--- src/rtl/mips_reg_file.sv ---
// mips_reg_file: 2^ADDR_W x WIDTH register file, one write port, two combinational read ports, optional write-to-read forwarding
//   clk      : clock, writes land on its rising edge
//   rst      : asynchronous active-high reset, clears every register
//   we/wa/wd : write enable, address and data
//   ra1/rd1  : read port 1 address and data
//   ra2/rd2  : read port 2 address and data
module mips_reg_file #(
    parameter int WIDTH  = 32,
    parameter int ADDR_W = 5,
    parameter bit BYPASS = 1'b1
) (
    input  logic              clk,
    input  logic              rst,
    input  logic              we,
    input  logic [ADDR_W-1:0] wa,
    input  logic [WIDTH-1:0]  wd,
    input  logic [ADDR_W-1:0] ra1,
    input  logic [ADDR_W-1:0] ra2,
    output logic [WIDTH-1:0]  rd1,
    output logic [WIDTH-1:0]  rd2
);
    localparam int N = 1 << ADDR_W;
    logic [WIDTH-1:0] regs_q [N];
    logic [WIDTH-1:0] regs_d [N];
    logic             wr_en;
    logic             fwd1;
    logic             fwd2;
    // register 0 is never written, so it stays at its reset value
    assign wr_en = we && (wa != '0);
    always_comb begin
        regs_d = regs_q;
        if (wr_en)
            regs_d[wa] = wd;
    end
    always_ff @(posedge clk or posedge rst) begin
        if (rst)
            for (int i = 0; i < N; i++) regs_q[i] <= '0;
        else
            for (int i = 0; i < N; i++) regs_q[i] <= regs_d[i];
    end
    // forwarding only for a write that will actually commit on this edge
    assign fwd1 = BYPASS && !rst && wr_en && (ra1 == wa);
    assign fwd2 = BYPASS && !rst && wr_en && (ra2 == wa);
    // address 0 and reset are forced to zero ahead of the array and the forward path
    assign rd1 = (rst || ra1 == '0) ? '0 : fwd1 ? wd : regs_q[ra1];
    assign rd2 = (rst || ra2 == '0) ? '0 : fwd2 ? wd : regs_q[ra2];
endmodule

--- config.mk ---
export PLATFORM = sky130hd
export DESIGN_NAME = mips_reg_file
export DESIGN_NICKNAME = d
export VERILOG_FILES = /design/src/rtl/mips_reg_file.sv
export SDC_FILE = /design/constraint.sdc
export NUM_CORES = 2
export LEC_CHECK = 0
export CORE_UTILIZATION = 60
export DETAILED_ROUTE_END_ITERATION = 7
export PLACE_DENSITY_LB_ADDON = 0.12
export SETUP_SLACK_MARGIN = 0.5
export SKIP_CTS_REPAIR_TIMING = 1
export SLEW_MARGIN = 20
export SYNTH_ARGS = -nofsm -noshare
export SYNTH_HDL_FRONTEND = slang
export SYNTH_SLANG_ARGS = --single-unit
--- constraint.sdc ---
create_clock -name clk -period 86.7 [get_ports clk]
set_input_delay 26.01 -clock clk [delete_from_list [all_inputs] [get_ports clk]]
set_output_delay 26.01 -clock clk [all_outputs]
set_load 0.1 [all_outputs]
==> out/results.txt <==
The run finished with clean final reports. Of all cell types, the one taking the most synthesized area is sky130_fd_sc_hd__dfrtp_1. From bottom edge to top edge, the die measures 305 um.

Arrival time at the worst endpoint: 31140 ps. Among the stages of the critical path, the cell type that occurs most often is sky130_fd_sc_hd__buf_4. The run gives 0 ps as the final setup skew. After detailed routing, the average wire length per cell comes to 34.3 um.

Synthesis produced 3929 cells. During synthesis, Yosys emitted a total of 0 warnings. Once detail routing completed, the nets flagged for antenna violations numbered 0. Measured on the finished design, the core utilization comes to 67.0%.

Walking the worst path, the cells encountered are buf_4 > buf_4 > and3_2 > buf_4 > a22oi_1 > o211a_1 > a31oi_1 > clkdlybuf4s50_1. Data on the critical path is required at its endpoint by 60690 ps. Wire segments on met3 add up to 17.6 mm in the final route.

All-layer global routing usage: 37.7%. The first-pass GRT wire length was 259 mm; the power density over the cells was 23.7 nW/um2. The peak per-stage delay on the critical path is 1270 ps. After detailed routing, the number of remaining DRC violations is 0. The clock network accounts for 34.9% of the total power. The flip-flop cell with the highest count after synthesis was sky130_fd_sc_hd__dfrtp_1. The floorplan step defined a core boundary enclosing 90600 um2.

The final layout contains routed wiring with a total length of 174 mm. The logs give 4 for the initial antenna violation count and 0 for the final count of pins violating max slew. In this run, placement finished with an instance count of 4849.

Counting flops and latches in the post-synthesis netlist gives 1024. Yosys instantiated no cell more often than sky130_fd_sc_hd__dfrtp_1. The initial standard-cell utilization of the core was 60.9%. The worst path uses 65.9% of the clock period. The highest layer touched by signal routing is met5.

Sorting the synthesized cells by area gives the leading types as sky130_fd_sc_hd__dfrtp_1, sky130_fd_sc_hd__mux2_2, sky130_fd_sc_hd__mux4_2. After detailed placement, the total cell area comes to 56800 um2. Dividing the detail-routed via count by the number of cells gives 7.42.

Input and output buffers added on the ports amount to 113. The logs give 6278 for the count of filler cells inserted in the layout and 93100 um2 for the full die area. The via count of the first global-routing pass came out at 38900. The commonest cells after synthesis are sky130_fd_sc_hd__dfrtp_1, sky130_fd_sc_hd__mux2_2, sky130_fd_sc_hd__mux4_2.

Setup repair after global routing left no endpoint under its margin. The analysis attributes to net switching a power of 0.407 mW. Setup violations remaining at the end of the flow were counted as 0. Flip-flop count of the largest register after layout: 1024. The clock reaches the later pin of the worst-skew pair after 690 ps. For the pin with the worst max-slew slack, the measured transition is 1180 ps. For the number of top-level pins, the log shows 114.

The portion of synthesized cell area occupied by the leading cell type was 46.5%. For this run, asynchronously set or reset flops after synthesis account for 100%. The share of total power dissipated in sequential elements is 44.5%. Compared with the post-synthesis result, the final layout area differs by 9.98%.

For this run, the post-layout net count is 3838. The first detailed-routing pass took 5 iterations. Total power for the finished layout comes to 1.43 mW. Mean area per synthesized cell: 14.0 um2. Of the synthesized area, sequential elements account for 46.5%.

With fillers left out, the area of the finished cells amounts to 60700 um2. The clock transition time at the flip-flop clock pins of the worst setup and hold paths came out at 60 ps. The run gives 55200 um2 as the netlist area before placement.

The number of buffers between clock root and the deepest sink came out at 3. The largest registers in the layout are regs_q x1024. Summed over all failing endpoints, the final setup total negative slack is 0 ps.

After the first detailed-routing iteration, the DRC count stood at 4177. Combinational cells account for 20.7% of the total power. The number of flops mapped to enable cells by yosys came out at 0.

Along the worst path, the maximum fanout reaches 52. The routed design uses 80.5 mm of met2 wire. The register with the most flip-flops was regs_q. The distinct cell type count of the synthesized netlist came out at 47.

The number of hold violations in the final report was 0. The number of buffers and inverters on the critical path is 4. Entering global routing, the biggest net connects 122 pins. Counting every net in the synthesized netlist gives 3979. Type of the most critical hold path: register to register. In this run the static leakage power is 26.5 nW. Counting I/O delays and the setup requirement, the final critical path takes 57150 ps. The category of the worst setup path capture point was an output port. The logs give 1024 for the clock sink total and 0 for the total overflow reported by the global router.

For the number of violations of the max-capacitance limit, the log shows 0. The root buffer cell chosen for the clock tree is sky130_fd_sc_hd__clkbuf_16. In the final routing, the length of wire on met1 measures 68.2 mm. Summing over every cut layer, the via total after detailed routing is 37500. After floorplanning, the core was divided into 110 placement rows. Final non-filler cell total: 5062. For the worst max-slew margin expressed relative to the limit, the log shows 21.0%.

The internal power of the cells totals 1.03 mW. The slowest stage of the critical path belongs to the cell sky130_fd_sc_hd__clkdlybuf4s50_1. The switching part of the total power is 28.3%.

Placed wire-length estimate after detailed placement: 94.5 mm. The critical path is of the primary input to output port type. TritonCTS built the clock tree.

The peak supply drop was 0.0000169 V. Timing would allow up to 0.0175 GHz. In this run the horizontal extent of the chip is 305 um. Of the cells placed in the final design, the portion with a size suffix greater than 1 is 44.0%. In this run, CTS created clock tree buffers numbering 112. Routability-driven placement finished with a final weighted congestion of 0.824. Broken down by cell family, the worst path's largest delay share belongs to buffers and inverters. The clock tree synthesis step divided the H-tree into 3 levels. The worst setup path is launched from a primary input.
-- per-stage QoR --
step                      hold slack (ps)  worst slack (ps)
final                                 394             29550
after global routing                  409             29500
after CTS                             397             29810
after detailed placement              383             29850
after global placement                378             29860
after floorplan                       441              9020
-- path summary, 6_finish.rpt --
path                                 to          from  slack, ps  depth (start not counted)
max reg2reg                 regs_q[743]   regs_q[743]      85870                          1
max in group asynchronous   regs_q[127]           rst      56870                          6
max                              rd2[9]        ra2[2]      29550                          8
min in group asynchronous   regs_q[634]           rst      26170                          2
min reg2reg                regs_q[1009]  regs_q[1009]        390                          0
min                        regs_q[1009]  regs_q[1009]        390                          0
-- layout by cell type, fill, tap and decap left out, types with 6 or more instances in the layout --
master                            Yosys  layout
sky130_fd_sc_hd__a211o_1             32      32
sky130_fd_sc_hd__a211oi_1            64      64
sky130_fd_sc_hd__a21oi_1             87      86
sky130_fd_sc_hd__a221oi_1            96      96
sky130_fd_sc_hd__a22oi_1             71      71
sky130_fd_sc_hd__a31oi_1             14      14
sky130_fd_sc_hd__buf_12               0       6
sky130_fd_sc_hd__buf_2              150      15
sky130_fd_sc_hd__buf_4                6      79
sky130_fd_sc_hd__bufinv_16            0       9
sky130_fd_sc_hd__clkbuf_1           261      22
sky130_fd_sc_hd__clkbuf_16            0     118
sky130_fd_sc_hd__clkbuf_8             0      31
sky130_fd_sc_hd__clkdlybuf4s50_1      0      91
sky130_fd_sc_hd__clkinv_2             0      25
sky130_fd_sc_hd__dfrtp_1           1024    1024
sky130_fd_sc_hd__mux2_1              36      36
sky130_fd_sc_hd__mux2_2             991     991
sky130_fd_sc_hd__mux2i_1            261     261
sky130_fd_sc_hd__mux4_2             373     373
sky130_fd_sc_hd__nand2_1             92      77
sky130_fd_sc_hd__nand2_2              0      15
sky130_fd_sc_hd__nand3_1              7       7
sky130_fd_sc_hd__nor2_1              44      31
sky130_fd_sc_hd__nor2_4               0      13
sky130_fd_sc_hd__nor2b_1             36      33
sky130_fd_sc_hd__nor3_1              25      24
sky130_fd_sc_hd__o21a_1              23      23
sky130_fd_sc_hd__o21ai_0             88      88
sky130_fd_sc_hd__o21bai_1            32      32
sky130_fd_sc_hd__o221ai_1            27      27
sky130_fd_sc_hd__xnor2_1              9       9
-- layer usage --
metal | track usage [%] | vias up
met1 | 51.4 | 20000
met5 | 0 | -
met4 | 15.6 | 4
met2 | 57.8 | 2196
met3 | 9.89 | 478
li1 | - | 14800
-- logic make-up after synthesis --
family          count (synthesis)  synth area share (%)
mux                          1661                  40.9
simple gates                  232                  2.02
flops                        1024                  46.5
buf+inv                       460                  3.51
xor+xnor                       10                 0.159
compound gates                542                  6.92
-- power groups by stage --
stage / clock [mW] / combinational [mW] / sequential [mW]
floorplan: 0 / 0.238 / 0.620
global placement: 0 / 0.284 / 0.631
detailed placement: 0 / 0.295 / 0.642
CTS: 0.505 / 0.296 / 0.634
global route: 0.526 / 0.315 / 0.647
finish: 0.500 / 0.297 / 0.638
-- area by class of cell --
| type | count | area [um2] | share of cell area, % |
|---|---|---|---|
| well taps | 1176 | 1470 | 2.43 |
| inverters | 4 | 22.5 | 0.0371 |
| clock inverters | 38 | 434 | 0.716 |
| clock buffers | 171 | 3460 | 5.71 |
| multi-input cells | 2445 | 27800 | 45.8 |
| diodes | 3 | 7.51 | 0.0124 |
| flip-flops and latches | 1024 | 25600 | 42.2 |
| repair buffers | 201 | 1840 | 3.04 |
No activity file was read; power rests on OpenSTA's default activity.
